[config.mk]
export PLATFORM = sky130hd
export DESIGN_NAME = spatial_window_feeder_flat
export DESIGN_NICKNAME = d
export VERILOG_FILES = /design/src/rtl/spatial_conv_pkg.sv /design/src/rtl/spatial_window_feeder_if.sv /design/src/rtl/window_buffer.sv /design/src/rtl/spatial_window_feeder.sv /design/src/flat_wrapper.sv
export SDC_FILE = /design/constraint.sdc
export NUM_CORES = 2
export LEC_CHECK = 0
export CAP_MARGIN = 20
export CORE_MARGIN = 1
export CORE_UTILIZATION = 54
export DETAILED_ROUTE_END_ITERATION = 8
export GPL_TIMING_DRIVEN = 0
export PLACE_DENSITY = 0.75
export SYNTH_ARGS = -nofsm -noshare
export SYNTH_HDL_FRONTEND = slang
export SYNTH_SLANG_ARGS = --single-unit
[constraint.sdc]
create_clock -name clock_i -period 3.4 [get_ports clock_i]
set_clock_uncertainty 0.2 [all_clocks]
set_input_delay 0.85 -clock clock_i [delete_from_list [all_inputs] [get_ports clock_i]]
set_output_delay 0.85 -clock clock_i [all_outputs]
set_load 0.01 [all_outputs]
[src/rtl/spatial_conv_pkg.sv]
// Shared types and sizing helpers for the spatial convolution window feeders.
package spatial_conv_pkg;

  typedef enum logic [2:0] {
    ST_IDLE,
    ST_FILL,
    ST_PRESENT,
    ST_HELD,
    ST_ADVANCE,
    ST_DONE
  } feeder_state_t;

  // Pixels that must be buffered before the first K x K window is complete.
  function automatic int line_buffer_depth(input int k, input int n_cols);
    return (k - 1) * n_cols + k;
  endfunction

  // Number of fully in-frame K x K windows in an n_rows x n_cols map.
  function automatic int window_count(input int n_rows, input int n_cols, input int k);
    return (n_rows - k + 1) * (n_cols - k + 1);
  endfunction

endpackage

[src/rtl/spatial_window_feeder_if.sv]
// Memory read port and window handshake between a feeder and its neighbours.
interface spatial_window_feeder_if #(
  parameter int ADDR_WIDTH  = 16,
  parameter int DATA_WIDTH  = 32,
  parameter int KERNEL_SIZE = 3
);
  logic                  mem_rd_en_o;
  logic [ADDR_WIDTH-1:0] mem_addr_o;
  logic [DATA_WIDTH-1:0] mem_data_i;
  logic [DATA_WIDTH-1:0] window_o [0:KERNEL_SIZE*KERNEL_SIZE-1];
  logic                  window_valid_o;
  logic                  hold_window_i;

  modport master (
    output mem_rd_en_o, mem_addr_o, window_o, window_valid_o,
    input  mem_data_i, hold_window_i
  );

  modport slave (
    input  mem_rd_en_o, mem_addr_o, window_o, window_valid_o,
    output mem_data_i, hold_window_i
  );
endinterface

[src/rtl/window_buffer.sv]
// Line buffer: a shift register holding the last (K-1)*LINE_LENGTH+K pixels.
// taps_o is newest-first: taps_o[r*K+c] is the pixel r lines and c pixels
// older than the most recently shifted-in one.
module window_buffer #(
  parameter int DATA_WIDTH  = 32,
  parameter int LINE_LENGTH = 28,
  parameter int WINDOW_SIZE = 3
) (
  input  logic                  clock_i,
  input  logic                  reset_ni,
  input  logic                  enable_i,
  input  logic [DATA_WIDTH-1:0] data_i,
  output logic [DATA_WIDTH-1:0] taps_o [0:WINDOW_SIZE*WINDOW_SIZE-1]
);
  localparam int DEPTH = (WINDOW_SIZE - 1) * LINE_LENGTH + WINDOW_SIZE;

  logic [DATA_WIDTH-1:0] line_q [0:DEPTH-1];

  // Shift one pixel in per enable; oldest pixel falls off the end.
  // NOTE: this storage array is reset because the window must read all-zero after reset.
  always_ff @(posedge clock_i or negedge reset_ni) begin
    if (!reset_ni) begin
      for (int i = 0; i < DEPTH; i++) line_q[i] <= '0;
    end else if (enable_i) begin
      line_q[0] <= data_i;
      for (int i = 1; i < DEPTH; i++) line_q[i] <= line_q[i-1];
    end
  end

  for (genvar r = 0; r < WINDOW_SIZE; r++) begin : g_row
    for (genvar c = 0; c < WINDOW_SIZE; c++) begin : g_col
      assign taps_o[r*WINDOW_SIZE+c] = line_q[r*LINE_LENGTH+c];
    end
  end
endmodule

[src/rtl/spatial_window_feeder.sv]
// Streams one channel of a feature map from memory through a line buffer and
// presents each in-frame K x K window under a hold/release handshake.
// Optional: SPATIAL_WINDOW_FEEDER_PREFETCH_EN fetches the next pixel into a
// staging register while a window is held, shortening the release gap.
module spatial_window_feeder
  import spatial_conv_pkg::*;
#(
  parameter int ADDR_WIDTH  = 16,
  parameter int DATA_WIDTH  = 32,
  parameter int N_ROWS      = 28,
  parameter int N_COLS      = 28,
  parameter int KERNEL_SIZE = 3
) (
  input  logic                   clock_i,
  input  logic                   reset_ni,
  input  logic                   start_i,
  input  logic [ADDR_WIDTH-1:0]  base_addr_i,
  output logic                   busy_o,
  output logic                   done_o,
  spatial_window_feeder_if.master win_if
);
  localparam int DEPTH  = line_buffer_depth(KERNEL_SIZE, N_COLS);
  localparam int N_WIN  = window_count(N_ROWS, N_COLS, KERNEL_SIZE);
  localparam int N_TAPS = KERNEL_SIZE * KERNEL_SIZE;
  localparam int IDX_W  = $clog2(N_ROWS * N_COLS + 1);
  localparam int COL_W  = $clog2(N_COLS);
  localparam int WIN_W  = $clog2(N_WIN + 1);

  localparam logic [IDX_W-1:0] FILL_LEN  = IDX_W'(DEPTH);
  localparam logic [COL_W-1:0] COL_LAST  = COL_W'(N_COLS - 1);
  localparam logic [COL_W-1:0] COL_READY = COL_W'(KERNEL_SIZE - 1);
  localparam logic [WIN_W-1:0] WIN_LAST  = WIN_W'(N_WIN - 1);

  feeder_state_t         state_q;
  logic                  rd_en_q, rd_q, valid_q;
  logic [ADDR_WIDTH-1:0] addr_q, base_q, base_sel;
  logic [IDX_W-1:0]      issue_idx_q;   // raster index of the next pixel to read
  logic [COL_W-1:0]      issue_col_q;   // column of the next pixel to read
  logic [COL_W-1:0]      last_col_q;    // column of the most recently read pixel
  logic [WIN_W-1:0]      win_cnt_q;
  logic                  issue_c, release_c, last_release_c, shift_en;
  logic [DATA_WIDTH-1:0] shift_data;
  logic [DATA_WIDTH-1:0] taps [0:N_TAPS-1];

  assign base_sel = (state_q == ST_IDLE) ? base_addr_i : base_q;

  // Decide whether a read is issued at the coming edge.
  // NOTE: every signal gets a default first so no latch is inferred.
  always_comb begin
    release_c      = (state_q == ST_HELD) && !win_if.hold_window_i;
    last_release_c = release_c && (win_cnt_q == WIN_LAST);
    issue_c        = 1'b0;
    case (state_q)
      ST_IDLE:    issue_c = start_i;
      ST_FILL:    issue_c = issue_idx_q < FILL_LEN;
`ifdef SPATIAL_WINDOW_FEEDER_PREFETCH_EN
      ST_PRESENT: issue_c = win_if.hold_window_i && (issue_idx_q < IDX_W'(N_ROWS * N_COLS));
      ST_HELD:    issue_c = release_c && !last_release_c && (last_col_q < COL_READY);
`else
      ST_HELD:    issue_c = release_c && !last_release_c;
`endif
      ST_ADVANCE: issue_c = rd_en_q && (last_col_q < COL_READY);
      default:    issue_c = 1'b0;
    endcase
  end

`ifdef SPATIAL_WINDOW_FEEDER_PREFETCH_EN
  logic                  pf_rd_q, pf_q, staged_valid_q, stage_c, unstage_c;
  logic [DATA_WIDTH-1:0] staged_q;

  // A prefetched pixel is parked while the window is still held, and shifted
  // on release; if the release comes first it shifts straight from memory.
  always_comb begin
    stage_c    = rd_q && pf_q && (state_q == ST_HELD) && win_if.hold_window_i;
    unstage_c  = release_c && staged_valid_q;
    shift_en   = (rd_q && !stage_c) || unstage_c;
    shift_data = unstage_c ? staged_q : win_if.mem_data_i;
  end

  // Prefetch tagging and staging register.
  always_ff @(posedge clock_i or negedge reset_ni) begin
    if (!reset_ni) begin
      pf_rd_q        <= 1'b0;
      pf_q           <= 1'b0;
      staged_valid_q <= 1'b0;
      staged_q       <= '0;
    end else begin
      pf_rd_q <= issue_c && (state_q == ST_PRESENT);
      pf_q    <= pf_rd_q;
      if (stage_c) begin
        staged_q       <= win_if.mem_data_i;
        staged_valid_q <= 1'b1;
      end else if (unstage_c) begin
        staged_valid_q <= 1'b0;
      end
    end
  end
`else
  // Every returning read goes straight into the line buffer.
  always_comb begin
    shift_en   = rd_q;
    shift_data = win_if.mem_data_i;
  end
`endif

  // Control FSM, read address generation and window bookkeeping.
  // NOTE: sequential state uses non-blocking assignments so every register samples pre-edge values.
  always_ff @(posedge clock_i or negedge reset_ni) begin
    if (!reset_ni) begin
      state_q     <= ST_IDLE;
      rd_en_q     <= 1'b0;
      rd_q        <= 1'b0;
      addr_q      <= '0;
      base_q      <= '0;
      issue_idx_q <= '0;
      issue_col_q <= '0;
      last_col_q  <= '0;
      win_cnt_q   <= '0;
      valid_q     <= 1'b0;
      busy_o      <= 1'b0;
      done_o      <= 1'b0;
    end else begin
      rd_en_q <= issue_c;
      rd_q    <= rd_en_q;
      if (issue_c) begin
        addr_q      <= base_sel + ADDR_WIDTH'(issue_idx_q);
        issue_idx_q <= issue_idx_q + 1'b1;
        last_col_q  <= issue_col_q;
        issue_col_q <= (issue_col_q == COL_LAST) ? '0 : issue_col_q + 1'b1;
      end
      case (state_q)
        ST_IDLE: if (start_i) begin
          state_q <= ST_FILL;
          base_q  <= base_addr_i;
          busy_o  <= 1'b1;
        end
        ST_FILL: if (!rd_en_q) begin
          state_q <= ST_PRESENT;
          valid_q <= 1'b1;
        end
        ST_PRESENT: if (win_if.hold_window_i) state_q <= ST_HELD;
        ST_HELD: if (release_c) begin
          valid_q   <= 1'b0;
          win_cnt_q <= win_cnt_q + 1'b1;
          if (last_release_c) begin
            state_q <= ST_DONE;
            busy_o  <= 1'b0;
            done_o  <= 1'b1;
          end else begin
            state_q <= ST_ADVANCE;
          end
        end
        ST_ADVANCE: if (!rd_en_q) begin
          state_q <= ST_PRESENT;
          valid_q <= 1'b1;
        end
        ST_DONE: begin
          state_q     <= ST_IDLE;
          done_o      <= 1'b0;
          issue_idx_q <= '0;
          issue_col_q <= '0;
          last_col_q  <= '0;
          win_cnt_q   <= '0;
        end
        default: state_q <= ST_IDLE;
      endcase
    end
  end

  window_buffer #(
    .DATA_WIDTH (DATA_WIDTH),
    .LINE_LENGTH(N_COLS),
    .WINDOW_SIZE(KERNEL_SIZE)
  ) u_window_buffer (
    .clock_i (clock_i),
    .reset_ni(reset_ni),
    .enable_i(shift_en),
    .data_i  (shift_data),
    .taps_o  (taps)
  );

  assign win_if.mem_rd_en_o    = rd_en_q;
  assign win_if.mem_addr_o     = addr_q;
  assign win_if.window_valid_o = valid_q;

  // Buffer taps are newest-first; the window is oldest-first in raster order.
  for (genvar r = 0; r < KERNEL_SIZE; r++) begin : g_row
    for (genvar c = 0; c < KERNEL_SIZE; c++) begin : g_col
      assign win_if.window_o[r*KERNEL_SIZE+c] =
        taps[(KERNEL_SIZE-1-r)*KERNEL_SIZE + (KERNEL_SIZE-1-c)];
    end
  end
endmodule
[src/flat_wrapper.sv]
// flat-port wrapper written by rule: the top's interface ports become plain ports
module spatial_window_feeder_flat import spatial_conv_pkg::*;
#(
  parameter int ADDR_WIDTH  = 16,
  parameter int DATA_WIDTH  = 32,
  parameter int N_ROWS      = 28,
  parameter int N_COLS      = 28,
  parameter int KERNEL_SIZE = 3
)
  (clock_i, reset_ni, start_i, base_addr_i, busy_o, done_o, win_if_mem_rd_en_o, win_if_mem_addr_o, win_if_window_o, win_if_window_valid_o, win_if_mem_data_i, win_if_hold_window_i);
  spatial_window_feeder_if #(.ADDR_WIDTH(ADDR_WIDTH), .DATA_WIDTH(DATA_WIDTH), .KERNEL_SIZE(KERNEL_SIZE)) win_if_i ();
  input  logic clock_i;
  input  logic reset_ni;
  input  logic start_i;
  input  logic [ADDR_WIDTH-1:0] base_addr_i;
  output logic busy_o;
  output logic done_o;
  output wire logic [$bits(win_if_i.mem_rd_en_o)-1:0] win_if_mem_rd_en_o;
  output wire logic [$bits(win_if_i.mem_addr_o)-1:0] win_if_mem_addr_o;
  output wire logic [$bits(win_if_i.window_o)-1:0] win_if_window_o;
  output wire logic [$bits(win_if_i.window_valid_o)-1:0] win_if_window_valid_o;
  input wire logic [$bits(win_if_i.mem_data_i)-1:0] win_if_mem_data_i;
  input wire logic [$bits(win_if_i.hold_window_i)-1:0] win_if_hold_window_i;
  assign win_if_mem_rd_en_o = win_if_i.mem_rd_en_o;
  assign win_if_mem_addr_o = win_if_i.mem_addr_o;
  assign win_if_window_o = {>>{win_if_i.window_o}};
  assign win_if_window_valid_o = win_if_i.window_valid_o;
  assign win_if_i.mem_data_i = win_if_mem_data_i;
  assign win_if_i.hold_window_i = win_if_hold_window_i;
  spatial_window_feeder #(.ADDR_WIDTH(ADDR_WIDTH), .DATA_WIDTH(DATA_WIDTH), .N_ROWS(N_ROWS), .N_COLS(N_COLS), .KERNEL_SIZE(KERNEL_SIZE)) u_core (.clock_i(clock_i), .reset_ni(reset_ni), .start_i(start_i), .base_addr_i(base_addr_i), .busy_o(busy_o), .done_o(done_o), .win_if(win_if_i));
endmodule
; After elaboration in Yosys (flattened, before gate mapping)
; Cells that the tools add are included.
[classes]
order_cmp = 2
eq_ne = 12
addsub = 4
n_reduce_logical = 18
muxes = 27
[ops]
columns = operator, n
row1 = 2-to-1 mux 10 bit, 3
row2 = 2-to-1 mux 5 bit, 5
row3 = "adder 10 x 1 -> 10 bit, second input constant", 2
row4 = one-hot mux 10 bit (2 select lines), 1
row5 = adder 16 x 10 -> 16 bit, 1
row6 = 2-to-1 mux 16 bit, 1
row7 = 2-to-1 mux 3 bit, 4
row8 = one-hot mux 3 bit (4 select lines), 1
row9 = "equality test 10 bit, second input constant", 1
row10 = "< comparator 10 x 6 -> 1 bit, second input constant", 1
row11 = 2-to-1 mux 1 bit, 8
row12 = AND reduction 4 bit, 2
row13 = nonzero test 2 bit, 4
row14 = "equality test 3 x 2 -> 1 bit, second input constant", 2
row15 = "equality test 3 bit, second input constant", 2
row16 = "!= test 2 bit, second input constant", 3
row17 = one-hot mux 1 bit (2 select lines), 3
row18 = AND reduction 3 bit, 2
row19 = "adder 5 x 1 -> 5 bit, second input constant", 1
row20 = "equality test 5 bit, second input constant", 1
row21 = "< comparator 5 x 2 -> 1 bit, second input constant", 1
row22 = logical AND 1 bit, 4
row23 = "!= test 2 x 1 -> 1 bit, second input constant", 2
row24 = one-hot mux 1 bit (4 select lines), 1
row25 = 5 further kinds, 7
[word_totals]
out_inout_bits = 308
inputBits = 52
word_cells = 134
reg_bits = 1958

; Depth between registers and ports, before layout
[depth]
word_depth = 8
mapped_depth = 13
mapped_depth_nobuf = 10

; Cells and area by module
; A second synthesis with hierarchy kept.
[hier_totals]
cells_unflattened = 4663
hier_area_um2 = 76533.4
[modules_own_cells]
columns = module, seq_area_each_um2, area_per_inst_um2, instances, cells_per_inst
row1 = window_buffer, 47245.3, 72706.0, 1, 4274
row2 = spatial_window_feeder, 1726.7, 3827.4, 1, 389

; Least setup slack after synthesis
; No wires, ideal clock.
[synth_timing]
path_type = reg2reg
start = register u_core.state_q[1]
end = register u_core.addr_q[10], in the netlist u_core.win_if.mem_addr_o[10]
setup_slack_ps = -142
synth_period_minus_slack_ps = 3542
arrival_time_ps = 3260
stages_incl_launch_ff = 12
required_time_ps = 3118
setup_ps = 82
cell_sequence = dfrtp_1 -> clkbuf_1 -> nor3_1 -> buf_2 -> buf_1 -> mux2_2 -> ha_1 -> a21o_1 -> a21oi_1 -> a21oi_1 -> or3_1 -> a31oi_1
[synth_via]
elab_chain_len = 6
word_cells_on_any_way = 11
cone_classes = 1 x add/sub / 3 x eq/ne / 2 x mux / 5 x reduce/logical
[synth_lines]
columns = item, line
row1 = "start, declared", spatial_window_feeder.sv:34  ; feeder_state_t state_q;
row2 = "start signal, assigned", spatial_window_feeder.sv:110  ; state_q <= ST_IDLE;
row3 = "start signal, assigned", spatial_window_feeder.sv:133  ; state_q <= ST_FILL;
row4 = "start signal, assigned", spatial_window_feeder.sv:138  ; state_q <= ST_PRESENT;
row5 = "parallel branches: the longest is 6 deep, another holds adder 16 x 10 -> 16 bit", n/a
row6 = "end signal, assigned", spatial_window_feeder.sv:126  ; addr_q <= base_sel + ADDR_WIDTH'(issue_idx_q);
row7 = "end, declared", spatial_window_feeder.sv:36  ; logic [ADDR_WIDTH-1:0] addr_q, base_q, base_sel;
; Several ways; the timed one is not identified.
; A chain may end at the register's enable or synchronous reset.

; Worst setup path after layout
[layout_timing]
start = register u_core.state_q[1]
end = register u_core.addr_q[8], in the netlist u_core.win_if.mem_addr_o[8]
; Same word-level chain as after synthesis.

==> results.sh <==
export IMPL_synth_area_sq_mm=0.0754
export IMPL_die_h_microns=376
export IMPL_final_util_pct=63.9
export IMPL_routed_wl_mm=136
export IMPL_cts_sinks=1957
export IMPL_tritoncts="yes"
export IMPL_worst_path_buf_inv=2
export IMPL_cts_buffers=190
export IMPL_ys_ff_latch=1957
export IMPL_hpwl_mm=93.3
export IMPL_drv_cap=0
export IMPL_die_area_sq_mm=0.141
export IMPL_critPathRequiredTime_ns=3.92
export IMPL_critPathMaxStageDelay_ns=0.46
export IMPL_synthArstFlopShare_pct=100
export IMPL_overflow=0
export IMPL_yosysWarningCount=0
export IMPL_synth_edff_count=0
export IMPL_cts_path_max_buffers=3
export IMPL_cts_root_buf="clkbuf_16"
export IMPL_tightest_slew_ns=0.948
export IMPL_drc=0
export IMPL_layout_common_cells="1,956 x dfrtp_1, 1,912 x mux2_2, 358 x clkdlybuf4s50_1, 291 x buf_4, 216 x clkbuf_1"
export IMPL_drt_vias_per_instance=5.24
export IMPL_regToRegSetupSlack_ns=0.13
export IMPL_cp_top_family="compound AO/OA/AOI/OAI gates"
export IMPL_syn2layout_area_growth_pct=17.0
export IMPL_wl_per_cell_microns=18.7
export IMPL_die_w_microns=376
export IMPL_power_density_mw_per_mm2=758
export IMPL_rsz0062_at_grt="false"
export IMPL_fin_setup_tns_ns=0
export IMPL_grt_use_total_pct=19.8
export IMPL_path_max_fanout=10
export IMPL_io_pins=360
export IMPL_crit_type="flop to flop"
export IMPL_arrival_ns=3.79
export IMPL_num_rows=136
export IMPL_post_route_period_util_pct=96.2
export IMPL_grt_pass1_wl_mm=224
export IMPL_timing_rr_end="u_core.win_if.mem_addr_o[8]"
export IMPL_start_util_pct=54.6
export IMPL_fmax_mhz=306
export IMPL_synth_ff_type="dfrtp_1"
export IMPL_ff2ff_path_depth=10
export IMPL_cp_startpoint="u_core.state_q[1]"
export IMPL_cp_num_cells=10
export IMPL_drv_slew=0
export IMPL_grt_max_degree=189
export IMPL_holdCritPathClass="input port to asynchronous set/reset pin"
export IMPL_io_buffers=359
export IMPL_hold_violations=0
export IMPL_min_period_ns=3.27
export IMPL_ir_worst_vdd_mv=0.480
export IMPL_grt_pass1_vias=40913
export IMPL_r2r_start="u_core.state_q[1]"
export IMPL_cp_end_kind="flop"
export IMPL_whs_ns=0.0537
export IMPL_synth_distinct_cells=57
export IMPL_status="completed"
export IMPL_synth_net_count=4741
export IMPL_worstSetupStartpointType="flop"
export IMPL_grt_antenna_before_repair=3
export IMPL_drt_iter0_markers=1869
export IMPL_cp_slowest_cell="a2111oi_1"
export IMPL_drive_gt1_share_pct=47.8
export IMPL_firstDrtPassIters=5
export IMPL_avgSynthCellArea_sq_um=16.1
export IMPL_finalSetupViolations=0
export IMPL_path_cells="clkbuf_2 > nor3_2 > buf_6 > mux2_2 > ha_1 > nand3_1 > o21bai_2 > a2111oi_1 > a211oi_1 > o21ai_0"
export IMPL_netlist_instances=4674
export IMPL_ant_nets=0
export IMPL_final_common_cell="dfrtp_1"
export IMPL_place_congestion=0.799
export IMPL_clock_latency_ns=0.83
export IMPL_leakage_nw=43.5
export IMPL_crit_end="u_core.win_if.mem_addr_o[8]"
export IMPL_vias=38046
export IMPL_h_tree_depth=4
export IMPL_ys_seq_area_share_pct=65.0
export IMPL_clk_pin_slew_worst_paths_ns=0.06
export IMPL_finalNetCount=5313
export IMPL_core_sq_mm=0.138
export IMPL_slew_headroom_pct=36.8
-- worst min path at each step --
stage,start,to,slack (ns),depth (start not counted)
finish,reset_ni,u_core.u_window_buffer.taps_o[76],0.05,3
global route,reset_ni,u_core.u_window_buffer.taps_o[74],0.07,3
CTS,reset_ni,u_core.u_window_buffer.taps_o[51],-0.13,2
detailed placement,u_core.win_if.mem_addr_o[15],u_core.win_if.mem_addr_o[15],0.27,2
global placement,u_core.win_if.mem_addr_o[15],u_core.win_if.mem_addr_o[15],0.27,2
floorplan,u_core.base_q[12],u_core.base_q[12],0.26,2
-- Yosys cell counts, drive strengths merged (2+ instances only) --
cell type     n  area, sq um
a211oi        6         45.0
a21o          7         52.6
a21oi        24          120
a31oi         5         31.3
and3          4         25.0
buf         336         2410
clkbuf      180          676
dfrtp      1957        49000
ha           14          175
inv          13         48.8
mux2       1912        21500
mux2i        13          130
nand2        57          214
nand2b        4         25.0
nand3        10         50.1
nand4         7         43.8
nor2         25         93.8
nor2b         3         18.8
nor3          7         35.0
nor3b         2         15.0
nor4b         2         17.5
o2111a        2         22.5
o2111ai       2         17.5
o211ai        6         45.0
o21a          3         22.5
o21ai        23          115
o221a         2         22.5
o31ai         7         57.6
or3           7         43.8
or4           2         15.0
xnor2         6         52.6
xor2          7         61.3
-- sequential cells by signal (all words and copies together) (netlist names) --
name / count
u_core.done_o: 1
u_core.last_col_q: 4
u_core.issue_col_q: 5
u_core.win_cnt_q: 10
u_core.win_if.mem_rd_en_o: 1
u_core.rd_q: 1
u_core.busy_o: 1
u_core.state_q: 3
u_core.win_if.window_valid_o: 1
u_core.base_q: 16
u_core.issue_idx_q: 10
u_core.win_if.mem_addr_o: 16
u_core.u_window_buffer.taps_o: 288
u_core.u_window_buffer.line_q: 1600
-- what timing repair did --
action / 4_1_cts / 5_1_grt
endpoints found under the hold margin: 78 / 179
setup endpoints to repair: 1161 / 37
cloned: 0 / 0
hold buffers: 4 / 5
setup buffers: 0 / 1
gates resized for setup: 12 / 9
-- worst min-delay path, stage by stage --
cell and delay (ns):
buf_16 0.10, buf_16 0.15, buf_16 0.44
-- cell type report --
type | instances | area [sq um]
Buffer | 514 | 3090
Clock inverter | 65 | 719
Tap cell | 1863 | 2330
Fill cell | 9861 | 49800
Multi-Input combinational cell | 2188 | 23300
Inverter | 13 | 48.8
Timing Repair Buffer | 382 | 4150
Sequential cell | 1957 | 49000
Antenna cell | 4 | 10.0
Clock buffer | 279 | 5540
-- routing by layer --
metal | vias to the layer above | track usage [%] | share of wire, %
met5 | - | 0 | 0
met4 | 0 | 5.38 | 2.0
met3 | 195 | 3.33 | 3.1
met2 | 493 | 32.6 | 50
met1 | 20077 | 27.2 | 45
li1 | 17281 | - | -
-- report_power, final --
part / total (mW) / internal (mW) / switching, mW
logic: 16.9 / 9.04 / 7.86
clock network: 20.6 / 11.7 / 8.94
registers: 29.3 / 27.0 / 2.37
-- logic make-up after synthesis --
group                    count (synthesis)  share of synthesized area, %
AND/OR/NAND/NOR                        140                         0.910
AO/OA/AOI/OAI                           95                         0.823
XOR/XNOR                                13                         0.151
buffers and inverters                  529                          4.16
adder cells (fa/ha/maj)                 15                         0.259
flip-flops                            1957                          65.0
multiplexers                          1925                          28.7
-- through the flow --
step / cell area (sq um) / power (mW) / setup WS [ns] / cells
final: 88200 / 66.9 / 0.128 / 7265
after floorplan: 75400 / 41.0 / 0.0479 / 4674
after CTS: 88100 / 67.6 / 0.0216 / 7255
after detailed placement: 81700 / 46.6 / -0.842 / 6909
after global routing: 88200 / 70.2 / 0.00685 / 7261
after global placement: 81300 / 46.1 / -85.29 / 6896
Note: power is estimated with default switching activity, not from simulation.
